$ cat config.mk
export PLATFORM = sky130hd
export DESIGN_NAME = apb_master_bridge_flat
export DESIGN_NICKNAME = d
export VERILOG_FILES = /design/src/rtl/apb_master_bridge_if.sv /design/src/rtl/apb_master_bridge.sv /design/src/flat_wrapper.sv
export SDC_FILE = /design/constraint.sdc
export NUM_CORES = 1
export LEC_CHECK = 0
export ABC_AREA = 1
export CAP_MARGIN = 10
export CORE_MARGIN = 5
export CORE_UTILIZATION = 39
export CTS_CLUSTER_SIZE = 14
export DETAILED_ROUTE_END_ITERATION = 16
export PLACE_DENSITY = 0.79
export SLEW_MARGIN = 20
export SYNTH_ARGS = -nofsm -noshare
export SYNTH_HDL_FRONTEND = slang
export SYNTH_SLANG_ARGS = --single-unit
$ cat constraint.sdc
create_clock -name PCLK -period 3.4 [get_ports PCLK]
set_clock_uncertainty 0.1 [all_clocks]
set_input_delay 0.68 -clock PCLK [delete_from_list [all_inputs] [get_ports PCLK]]
set_output_delay 0.68 -clock PCLK [all_outputs]
set_load 0.05 [all_outputs]
$ cat src/rtl/apb_master_bridge_if.sv
// Command, response and APB signal bundle for apb_master_bridge.
// The bridge takes the master view; the environment (bench or slaves) takes the slave view.
interface apb_master_bridge_if #(
  parameter int ADDR_W  = 32,
  parameter int DATA_W  = 32,
  parameter int NUM_SLV = 4
);
  localparam int STRB_W = DATA_W / 8;

  logic                      cmd_valid;
  logic                      cmd_ready;
  logic                      cmd_write;
  logic [ADDR_W-1:0]         cmd_addr;
  logic [DATA_W-1:0]         cmd_wdata;
  logic [STRB_W-1:0]         cmd_strb;
  logic                      rsp_valid;
  logic                      rsp_ready;
  logic [DATA_W-1:0]         rsp_rdata;
  logic                      rsp_err;
  logic [ADDR_W-1:0]         PADDR;
  logic [NUM_SLV-1:0]        PSEL;
  logic                      PENABLE;
  logic                      PWRITE;
  logic [DATA_W-1:0]         PWDATA;
  logic [STRB_W-1:0]         PSTRB;
  logic [NUM_SLV-1:0]        PREADY;
  logic [NUM_SLV*DATA_W-1:0] PRDATA;
  logic [NUM_SLV-1:0]        PSLVERR;

  modport master (
    input  cmd_valid, cmd_write, cmd_addr, cmd_wdata, cmd_strb, rsp_ready,
           PREADY, PRDATA, PSLVERR,
    output cmd_ready, rsp_valid, rsp_rdata, rsp_err,
           PADDR, PSEL, PENABLE, PWRITE, PWDATA, PSTRB
  );

  modport slave (
    output cmd_valid, cmd_write, cmd_addr, cmd_wdata, cmd_strb, rsp_ready,
           PREADY, PRDATA, PSLVERR,
    input  cmd_ready, rsp_valid, rsp_rdata, rsp_err,
           PADDR, PSEL, PENABLE, PWRITE, PWDATA, PSTRB
  );
endinterface

$ cat src/rtl/apb_master_bridge.sv
// APB4 master: one command in, one APB transfer out, one response back.
// Slave select is decoded from an address field; a wait-state timeout aborts hung transfers.
module apb_master_bridge #(
  parameter int ADDR_W  = 32,
  parameter int DATA_W  = 32,
  parameter int NUM_SLV = 4,
  parameter int SEL_LSB = 12,
  parameter int TIMEOUT = 16
) (
  input  logic                PCLK,
  input  logic                PRESETn,
  apb_master_bridge_if.master bus
);
  localparam int STRB_W = DATA_W / 8;
  localparam int SEL_W  = (NUM_SLV > 1) ? $clog2(NUM_SLV) : 1;
  localparam int CNT_W  = (TIMEOUT > 1) ? $clog2(TIMEOUT) : 1;
  localparam logic [CNT_W-1:0] CNT_LAST = CNT_W'((TIMEOUT > 0) ? TIMEOUT - 1 : 0);
  localparam logic [SEL_W:0]   NUM_SLV_C = (SEL_W + 1)'(NUM_SLV);

  typedef enum logic [1:0] {IDLE, SETUP, ACCESS, RESP} state_e;

  state_e              state_q, state_d;
  logic                cmd_ready_q, cmd_ready_d;
  logic                rsp_valid_q, rsp_valid_d;
  logic [DATA_W-1:0]   rsp_rdata_q, rsp_rdata_d;
  logic                rsp_err_q, rsp_err_d;
  logic [ADDR_W-1:0]   paddr_q, paddr_d;
  logic [NUM_SLV-1:0]  psel_q, psel_d;
  logic                penable_q, penable_d;
  logic                pwrite_q, pwrite_d;
  logic [DATA_W-1:0]   pwdata_q, pwdata_d;
  logic [STRB_W-1:0]   pstrb_q, pstrb_d;
  logic [CNT_W-1:0]    cnt_q, cnt_d;

  logic [SEL_W-1:0]    cmd_idx;
  logic                cmd_decode_ok;
  logic [NUM_SLV-1:0]  cmd_onehot;
  logic                sel_ready;
  logic                sel_err;
  logic [DATA_W-1:0]   sel_rdata;

  assign cmd_idx       = bus.cmd_addr[SEL_LSB +: SEL_W];
  assign cmd_decode_ok = ({1'b0, cmd_idx} < NUM_SLV_C);

  // PSEL is one-hot while a transfer is live, so it doubles as the return-path mux select.
  always_comb begin
    cmd_onehot = '0;
    sel_ready  = 1'b0;
    sel_err    = 1'b0;
    sel_rdata  = '0;
    for (int i = 0; i < NUM_SLV; i++) begin
      cmd_onehot[i] = (cmd_idx == SEL_W'(i));
      if (psel_q[i]) begin
        sel_ready = bus.PREADY[i];
        sel_err   = bus.PSLVERR[i];
        sel_rdata = bus.PRDATA[i*DATA_W +: DATA_W];
      end
    end
  end

  always_comb begin
    // NOTE: every _d starts as a hold of its _q so no path through the case leaves one unassigned (no latches).
    state_d     = state_q;
    cmd_ready_d = cmd_ready_q;
    rsp_valid_d = rsp_valid_q;
    rsp_rdata_d = rsp_rdata_q;
    rsp_err_d   = rsp_err_q;
    paddr_d     = paddr_q;
    psel_d      = psel_q;
    penable_d   = penable_q;
    pwrite_d    = pwrite_q;
    pwdata_d    = pwdata_q;
    pstrb_d     = pstrb_q;
    cnt_d       = cnt_q;

    unique case (state_q)
      IDLE: begin
        cmd_ready_d = 1'b1;
        if (bus.cmd_valid && cmd_ready_q) begin
          cmd_ready_d = 1'b0;
          paddr_d     = bus.cmd_addr;
          pwrite_d    = bus.cmd_write;
          pwdata_d    = bus.cmd_wdata;
          pstrb_d     = bus.cmd_write ? bus.cmd_strb : '0;
          cnt_d       = '0;
          if (cmd_decode_ok) begin
            psel_d  = cmd_onehot;
            state_d = SETUP;
          end else begin
            rsp_valid_d = 1'b1;
            rsp_err_d   = 1'b1;
            rsp_rdata_d = '0;
            state_d     = RESP;
          end
        end
      end
      SETUP: begin
        penable_d = 1'b1;
        state_d   = ACCESS;
      end
      ACCESS: begin
        // The abort check comes first so a late PREADY in the final allowed cycle still loses.
        if ((TIMEOUT != 0) && (cnt_q == CNT_LAST)) begin
          psel_d      = '0;
          penable_d   = 1'b0;
          rsp_valid_d = 1'b1;
          rsp_err_d   = 1'b1;
          rsp_rdata_d = '0;
          state_d     = RESP;
        end else if (sel_ready) begin
          psel_d      = '0;
          penable_d   = 1'b0;
          rsp_valid_d = 1'b1;
          rsp_err_d   = sel_err;
          rsp_rdata_d = (!pwrite_q && !sel_err) ? sel_rdata : '0;
          state_d     = RESP;
        end else begin
          cnt_d = cnt_q + 1'b1;
        end
      end
      RESP: begin
        if (bus.rsp_ready) begin
          rsp_valid_d = 1'b0;
          cmd_ready_d = 1'b1;
          state_d     = IDLE;
        end
      end
      default: state_d = IDLE;
    endcase
  end

  // NOTE: state registers use non-blocking assignments so every flop samples pre-edge values.
  always_ff @(posedge PCLK or negedge PRESETn) begin
    if (!PRESETn) begin
      state_q     <= IDLE;
      cmd_ready_q <= 1'b0;
      rsp_valid_q <= 1'b0;
      rsp_rdata_q <= '0;
      rsp_err_q   <= 1'b0;
      paddr_q     <= '0;
      psel_q      <= '0;
      penable_q   <= 1'b0;
      pwrite_q    <= 1'b0;
      pwdata_q    <= '0;
      pstrb_q     <= '0;
      cnt_q       <= '0;
    end else begin
      state_q     <= state_d;
      cmd_ready_q <= cmd_ready_d;
      rsp_valid_q <= rsp_valid_d;
      rsp_rdata_q <= rsp_rdata_d;
      rsp_err_q   <= rsp_err_d;
      paddr_q     <= paddr_d;
      psel_q      <= psel_d;
      penable_q   <= penable_d;
      pwrite_q    <= pwrite_d;
      pwdata_q    <= pwdata_d;
      pstrb_q     <= pstrb_d;
      cnt_q       <= cnt_d;
    end
  end

  assign bus.cmd_ready = cmd_ready_q;
  assign bus.rsp_valid = rsp_valid_q;
  assign bus.rsp_rdata = rsp_rdata_q;
  assign bus.rsp_err   = rsp_err_q;
  assign bus.PADDR     = paddr_q;
  assign bus.PSEL      = psel_q;
  assign bus.PENABLE   = penable_q;
  assign bus.PWRITE    = pwrite_q;
  assign bus.PWDATA    = pwdata_q;
  assign bus.PSTRB     = pstrb_q;
endmodule

$ cat src/flat_wrapper.sv
// flat-port wrapper written by rule: the top's interface ports become plain ports
module apb_master_bridge_flat 
#(
  parameter int ADDR_W  = 32,
  parameter int DATA_W  = 32,
  parameter int NUM_SLV = 4,
  parameter int SEL_LSB = 12,
  parameter int TIMEOUT = 16
)
  (PCLK, PRESETn, bus_cmd_valid, bus_cmd_write, bus_cmd_addr, bus_cmd_wdata, bus_cmd_strb, bus_rsp_ready, bus_PREADY, bus_PRDATA, bus_PSLVERR, bus_cmd_ready, bus_rsp_valid, bus_rsp_rdata, bus_rsp_err, bus_PADDR, bus_PSEL, bus_PENABLE, bus_PWRITE, bus_PWDATA, bus_PSTRB);
  apb_master_bridge_if #(.ADDR_W(ADDR_W), .DATA_W(DATA_W), .NUM_SLV(NUM_SLV)) bus_i ();
  input  logic PCLK;
  input  logic PRESETn;
  input wire logic [$bits(bus_i.cmd_valid)-1:0] bus_cmd_valid;
  input wire logic [$bits(bus_i.cmd_write)-1:0] bus_cmd_write;
  input wire logic [$bits(bus_i.cmd_addr)-1:0] bus_cmd_addr;
  input wire logic [$bits(bus_i.cmd_wdata)-1:0] bus_cmd_wdata;
  input wire logic [$bits(bus_i.cmd_strb)-1:0] bus_cmd_strb;
  input wire logic [$bits(bus_i.rsp_ready)-1:0] bus_rsp_ready;
  input wire logic [$bits(bus_i.PREADY)-1:0] bus_PREADY;
  input wire logic [$bits(bus_i.PRDATA)-1:0] bus_PRDATA;
  input wire logic [$bits(bus_i.PSLVERR)-1:0] bus_PSLVERR;
  output wire logic [$bits(bus_i.cmd_ready)-1:0] bus_cmd_ready;
  output wire logic [$bits(bus_i.rsp_valid)-1:0] bus_rsp_valid;
  output wire logic [$bits(bus_i.rsp_rdata)-1:0] bus_rsp_rdata;
  output wire logic [$bits(bus_i.rsp_err)-1:0] bus_rsp_err;
  output wire logic [$bits(bus_i.PADDR)-1:0] bus_PADDR;
  output wire logic [$bits(bus_i.PSEL)-1:0] bus_PSEL;
  output wire logic [$bits(bus_i.PENABLE)-1:0] bus_PENABLE;
  output wire logic [$bits(bus_i.PWRITE)-1:0] bus_PWRITE;
  output wire logic [$bits(bus_i.PWDATA)-1:0] bus_PWDATA;
  output wire logic [$bits(bus_i.PSTRB)-1:0] bus_PSTRB;
  assign bus_i.cmd_valid = bus_cmd_valid;
  assign bus_i.cmd_write = bus_cmd_write;
  assign bus_i.cmd_addr = bus_cmd_addr;
  assign bus_i.cmd_wdata = bus_cmd_wdata;
  assign bus_i.cmd_strb = bus_cmd_strb;
  assign bus_i.rsp_ready = bus_rsp_ready;
  assign bus_i.PREADY = bus_PREADY;
  assign bus_i.PRDATA = bus_PRDATA;
  assign bus_i.PSLVERR = bus_PSLVERR;
  assign bus_cmd_ready = bus_i.cmd_ready;
  assign bus_rsp_valid = bus_i.rsp_valid;
  assign bus_rsp_rdata = bus_i.rsp_rdata;
  assign bus_rsp_err = bus_i.rsp_err;
  assign bus_PADDR = bus_i.PADDR;
  assign bus_PSEL = bus_i.PSEL;
  assign bus_PENABLE = bus_i.PENABLE;
  assign bus_PWRITE = bus_i.PWRITE;
  assign bus_PWDATA = bus_i.PWDATA;
  assign bus_PSTRB = bus_i.PSTRB;
  apb_master_bridge #(.ADDR_W(ADDR_W), .DATA_W(DATA_W), .NUM_SLV(NUM_SLV), .SEL_LSB(SEL_LSB), .TIMEOUT(TIMEOUT)) u_core (.PCLK(PCLK), .PRESETn(PRESETn), .bus(bus_i));
endmodule
==> results.sh, run 1 <==
export IMPL_status="finished clean"
export IMPL_grt_busiest_layer="met2"
export IMPL_rsz0062_at_grt="no"
export IMPL_seqCellArea_mm2=0.00288
export IMPL_area_delta_synth_final_pct=64.9
export IMPL_core_mm2=0.0153
export IMPL_yosysWarnings=0
export IMPL_first_global_vias=6578
export IMPL_worstPathArrival_ns=2.09
export IMPL_path_max_fanout=16
export IMPL_tns_ns=0
export IMPL_vias=6706
export IMPL_final_area_mm2=0.0101
export IMPL_syn_inst=883
export IMPL_clock_fmax_mhz=348
export IMPL_cts_setup_buffers=0
export IMPL_final_max_slew_viol_count=0
export IMPL_io_buffers=317
export IMPL_yosys_top_cells_area="dfrtp_1 (47%), nand2_1 (28%), nand3_1 (6.5%), or2_2 (3.5%), a21oi_1 (3.0%)"
export IMPL_io_pins=318
export IMPL_die_y_um=135
export IMPL_avgSynthCellArea_um2=6.95
export IMPL_met3_usage_pct=7.02
export IMPL_cts_resized=0
export IMPL_hold_viol=0
export IMPL_layout_drive_gt1_share_pct=7.69
export IMPL_grt_pass1_wl_um=35100
export IMPL_ys_ff_latch=115
export IMPL_fin_nets=1396
export IMPL_cts_buffers_inserted=17
export IMPL_critPathTopFamily="buffers and inverters"
export IMPL_grt_max_degree=68
export IMPL_clock_sinks=115
export IMPL_synthTopCellsByCount="nand2_1 (458), dfrtp_1 (115), nand3_1 (80), inv_1 (43)"
export IMPL_fin_cells=1407
export IMPL_root_buffer="clkbuf_16"
export IMPL_tritoncts="done"
export IMPL_required_ns=2.62
export IMPL_htreeDepth=4
export IMPL_worst_pin_slew_ns=0.701
export IMPL_viasPerCell=4.77
export IMPL_grt_overflow_total=0
export IMPL_clock_path_buffers=2
export IMPL_antenna_left=0
export IMPL_die_area_mm2=0.0183
export IMPL_endpoint_kind="output port"
export IMPL_critPathKind="reg2out"
export IMPL_syn_cell_area_mm2=0.00613
export IMPL_synth_edff_count=0
export IMPL_cts_hold_buf=0
export IMPL_irDropWorstVdd_mv=0.909
export IMPL_first_pass_iters=5
export IMPL_antenna_found_initial=0
export IMPL_drt_wl_total_um=22800
export IMPL_cpMaxStageDelayCell="clkdlybuf4s50_1"
export IMPL_yosysMostFrequentCell="nand2_1"
export IMPL_drc=0
export IMPL_synth_top_area_share_pct=46.9
export IMPL_hp_class="in2async"
export IMPL_start_util_pct=40.1
export IMPL_min_period_over_period_pct=84.5
export IMPL_wl_per_cell_um=16.2
export IMPL_crit_chain="clkdlybuf4s50_1"
export IMPL_critPathMaxStageDelay_ns=0.96
export IMPL_use_met1_pct=29.4
export IMPL_path_buf_inv=1
export IMPL_multi_input_area_mm2=0.00283
export IMPL_syn_nets=1096
export IMPL_period_needed_ns=2.87
export IMPL_grt_usage_pct=24.5
export IMPL_finalSetupViolations=0
export IMPL_synth_area_leader_cell="dfrtp_1"
export IMPL_dp_cells=1375
export IMPL_dpl_hpwl_um=16800
export IMPL_gp_congestion=0.855
export IMPL_fin_hold_ws_ns=0.196
export IMPL_critical_path_startpoint_type="register"
export IMPL_path_clk_slew_ns=0.05
export IMPL_ys_flop_type="dfrtp_1"
export IMPL_dpl_cell_area_mm2=0.00946
export IMPL_use_met2_pct=40.5
export IMPL_diodes=0
export IMPL_p_per_area_mw_per_mm2=947
export IMPL_clk_latency_ns=0.42
export IMPL_initialDrtViolationCount=517
export IMPL_max_slew_margin_pct=53.2
export IMPL_ys_async_sr_fraction_pct=100
export IMPL_cap_violations=0
export IMPL_utilization_pct=66.0
export IMPL_die_w_um=135
export IMPL_num_rows=45
export IMPL_ys_types=23
export IMPL_fillers=1325
export IMPL_synth_yosys_seq_area_share_pct=46.9
export IMPL_power_leakage_uw=0.00510
[kinds of logic after synthesis]
group	share of synthesized area [%]
simple gates	41.0
flops	46.9
buf+inv	7.10
compound gates	4.06
fa+ha+maj	0.816
xor+xnor	0.143
[cell usage in the layout, fill, tap and decap left out, types with 2 or more instances in the layout]
master / instances
nand2_1: 458
clkdlybuf4s50_1: 316
dfrtp_1: 115
nand3_1: 80
inv_1: 43
a21oi_1: 37
nor2_1: 36
or2_2: 34
clkbuf_16: 17
buf_4: 16
o21ai_0: 8
bufinv_16: 5
ha_1: 4
nand2_2: 3
o21ai_1: 3
clkinv_4: 3
clkinv_2: 3
nor2_4: 2
inv_2: 2
inv_4: 2
clkinvlp_4: 2
clkbuf_8: 2
[through the flow]
| step | total power, µW | setup slack [ns] |
|---|---|---|
| after CTS | 9650 | 0.531 |
| final | 9580 | 0.528 |
| after floorplan | 5730 | 1.59 |
| after detailed placement | 7610 | 0.860 |
| after global routing | 10200 | 0.472 |
| after global placement | 7540 | 0.899 |
[worst register-to-register path, stage by stage (launching register included)]
cell and delay [ns]:
dfrtp_1 0.58, buf_4 0.33, a21oi_1 0.15, nand2_1 0.07, nand3_1 0.08, nand2_2 0.09
nor2_4 0.45, buf_4 0.28, nand3_1 0.10, nand2_1 0.09
[sequential cells by signal, summed over array words and instances (netlist names)]
signal	flops
u_core.bus.PADDR	32
u_core.bus.PWDATA	32
u_core.bus.rsp_rdata	32
u_core.bus.PSEL	4
u_core.bus.PSTRB	4
u_core.cnt_q	4
u_core.state_q	2
u_core.bus.PENABLE	1
u_core.bus.PWRITE	1
u_core.bus.cmd_ready	1
u_core.bus.rsp_err	1
u_core.bus.rsp_valid	1
[path summary, 6_finish.rpt]
check                                                           end  slack, ns                        startpoint  cells past startpoint
max in group asynchronous          u_core.bus.PADDR[15]$_DFFE_PN0P_       2.20                           PRESETn                      2
worst min-delay path                 u_core.bus.PENABLE$_DFFE_PN0P_       0.20                           PRESETn                      1
worst min register to register     u_core.bus.PADDR[26]$_DFFE_PN0P_       0.37  u_core.bus.PADDR[26]$_DFFE_PN0P_                      2
worst max-delay path                                    bus_PSEL[3]       0.53    u_core.bus.PSEL[3]$_DFFE_PN0P_                      1
worst max register to register  u_core.bus.rsp_rdata[3]$_DFFE_PN0P_       1.02    u_core.bus.PSEL[2]$_DFFE_PN0P_                      9
min in group PCLK                  u_core.bus.PADDR[26]$_DFFE_PN0P_       0.37  u_core.bus.PADDR[26]$_DFFE_PN0P_                      2
[power breakdown]
group / total [µW] / switching (µW) / internal [µW]
clock network: 1980 / 642 / 1340
logic: 5360 / 3600 / 1750
registers: 2250 / 340 / 1910
total: 9580 / 4590 / 5000
[cell type report]
cell class / count / share of cell area (%)
clock buffers: 19 / 4.48
clock inverters: 13 / 2.04
inverters: 47 / 1.79
multi-input cells: 669 / 28.0
flip-flops and latches: 115 / 28.5
well taps: 211 / 2.61
repair buffers: 333 / 32.7
[metal layers]
metal,up-vias,part of all wire [%]
li1,3309,-
met2,287,48
met5,-,0
met3,57,8.7
met4,0,4.1
met1,3053,39
Power figures use the tool's default switching activity.
==> run 2, diff against run 1 <==
- CORE_UTILIZATION: 39 -> 36
- PLACE_DENSITY: 0.79 -> 0.77
- clock period: 3.4 -> 2.6 ns (I/O delays scaled with it)
==> results.sh, run 2 (synthesis gave the netlist of run 1 again) <==
export IMPL_min_period_over_period_pct=89.4
export IMPL_rsz0062_at_grt="no"
export IMPL_fin_ws_ns=0.276
export IMPL_first_global_vias=6619
export IMPL_intPower_uw=6560
export IMPL_io_pins=318
export IMPL_final_cell_mix="nand2_1 (458), clkdlybuf4s50_1 (312), dfrtp_1 (115)"
export IMPL_cts_buffers_inserted=17
export IMPL_p_clk_share_pct=20.4
export IMPL_grt_overflow_total=0
export IMPL_cts_resized=0
export IMPL_path_buf_inv=1
export IMPL_dpl_hpwl_um=17000
export IMPL_worstPathArrival_ns=1.70
export IMPL_crit_chain="clkdlybuf4s50_1"
export IMPL_critPathTopFamily="buffers and inverters"
export IMPL_critPathMaxStageDelay_ns=0.86
export IMPL_clk_latency_ns=0.41
export IMPL_area_delta_synth_final_pct=65.9
export IMPL_grt_usage_pct=22.8
export IMPL_core_mm2=0.0166
export IMPL_critical_path_startpoint_type="register"
export IMPL_required_ns=1.98
export IMPL_root_buffer="clkbuf_16"
export IMPL_p_comb_share_pct=56.3
export IMPL_initialDrtViolationCount=397
export IMPL_cts_hold_buf=0
export IMPL_vias=6716
export IMPL_fillers=1479
export IMPL_wl_met3_um=1850
export IMPL_cap_violations=0
export IMPL_antenna_left=0
export IMPL_hp_class="in2async"
export IMPL_clock_path_buffers=2
export IMPL_status="finished clean"
export IMPL_tns_ns=0
export IMPL_io_buffers=317
export IMPL_irDropWorstVdd_mv=0.774
export IMPL_diodes=0
export IMPL_drt_wl_total_um=22700
export IMPL_wl_met1_um=9440
export IMPL_antenna_found_initial=0
export IMPL_die_w_um=141
export IMPL_path_max_fanout=3
export IMPL_clock_sinks=115
export IMPL_worst_pin_slew_ns=0.652
export IMPL_p_per_area_mw_per_mm2=1240
export IMPL_first_pass_iters=5
export IMPL_drc=0
export IMPL_wl_met2_um=11000
export IMPL_seq_power_share_pct=23.3
export IMPL_hold_viol=0
export IMPL_final_common_cell="nand2_1"
export IMPL_htreeDepth=4
export IMPL_power_leakage_uw=0.00512
export IMPL_path_clk_slew_ns=0.06
export IMPL_die_area_mm2=0.0198
export IMPL_finalSetupViolations=0
export IMPL_fin_hold_ws_ns=0.0893
export IMPL_num_rows=47
export IMPL_grt_pass1_wl_um=35800
export IMPL_power_uw=12600
export IMPL_switching_share_pct=47.9
export IMPL_grt_max_degree=116
export IMPL_endpoint_kind="output port"
export IMPL_p_sw_uw=6020
export IMPL_clock_fmax_mhz=430
export IMPL_fin_nets=1397
export IMPL_period_needed_ns=2.32
export IMPL_die_y_um=141
export IMPL_utilization_pct=61.1
export IMPL_tritoncts="done"
export IMPL_wl_per_cell_um=16.0
export IMPL_start_util_pct=36.9
export IMPL_final_max_slew_viol_count=0
export IMPL_layout_drive_gt1_share_pct=8.02
export IMPL_critPathKind="reg2out"
export IMPL_pre_cts_ws_ns=0.326
export IMPL_max_slew_margin_pct=56.5
export IMPL_viasPerCell=4.74
export IMPL_top_layer="met4"
export IMPL_cts_setup_buffers=0
export IMPL_cpMaxStageDelayCell="clkdlybuf4s50_1"
export IMPL_gp_congestion=0.902
-- run 2: cell types whose count changed in the layout (fill, tap and decap cells not counted) --
cell / before / now
clkdlybuf4s50_1: 316 / 312
clkinvlp_4: 2 / 3
clkbuf_8: 2 / 1
buf_12: 1 / 6
clkinv_4: 3 / 1
clkbuf_1: 0 / 1
inv_6: 0 / 1
-- run 2: cell type report --
| cell class | count | area, µm² | area share (%) |
|---|---|---|---|
| inverters | 47 | 181 | 1.78 |
| clock buffers | 19 | 443 | 4.35 |
| clock inverters | 13 | 205 | 2.02 |
| repair buffers | 334 | 3360 | 33.1 |
| well taps | 220 | 275 | 2.71 |
| multi-input cells | 669 | 2830 | 27.8 |
| flip-flops and latches | 115 | 2880 | 28.3 |
-- run 2: path summary, 6_finish.rpt --
check	startpoint	to	slack, ns	cells after the start
min in group PCLK	u_core.bus.PADDR[7]$_DFFE_PN0P_	u_core.bus.PADDR[7]$_DFFE_PN0P_	0.37	2
max reg2reg	u_core.bus.PSEL[1]$_DFFE_PN0P_	u_core.bus.rsp_rdata[9]$_DFFE_PN0P_	0.56	9
max	u_core.bus.PWRITE$_DFFE_PN0P_	bus_PWRITE	0.28	1
min	PRESETn	u_core.bus.PWDATA[14]$_DFFE_PN0P_	0.09	2
max in group asynchronous	PRESETn	u_core.bus.rsp_rdata[30]$_DFFE_PN0P_	1.80	2
min reg2reg	u_core.bus.PADDR[7]$_DFFE_PN0P_	u_core.bus.PADDR[7]$_DFFE_PN0P_	0.37	2
-- run 2: layer usage --
| layer | vias to the layer above | global-route usage [%] |
|---|---|---|
| li1 | 3319 | - |
| met1 | 3108 | 28.5 |
| met3 | 27 | 7.74 |
| met5 | - | 0 |
| met4 | 0 | 5.97 |
| met2 | 262 | 37.9 |
-- run 2: worst reg2reg max path, cell delays in order, from the launching register on --
cell     delay [ns]
dfrtp_1        0.42
inv_4          0.29
nand3_1        0.12
nand2_1        0.08
nand2_1        0.09
nand2_1        0.08
nand2_2        0.19
inv_4          0.37
nand3_1        0.16
nand2_1        0.08
-- run 2: power groups by stage --
stage	clock [µW]	combinational, µW	sequential [µW]
2_1_floorplan	0	2300	5200
3_3_place_gp	0	7050	2930
3_5_place_dp	0	7120	2950
4_1_cts	2610	7160	2940
5_1_grt	2710	7640	3020
6_report	2560	7090	2930
-- run 2: per-stage QoR --
stage          cells  area, µm²
4_1_cts         1417      10200
5_1_grt         1417      10200
3_5_place_dp    1385       9530
2_1_floorplan    883       6130
6_report        1417      10200
3_3_place_gp    1385       9530
==> run 3, diff against run 2 <==
- SKIP_LAST_GASP: not set -> 1
==> results of run 3 <==
Final layout, timing and power as in run 2 (identical DEF).
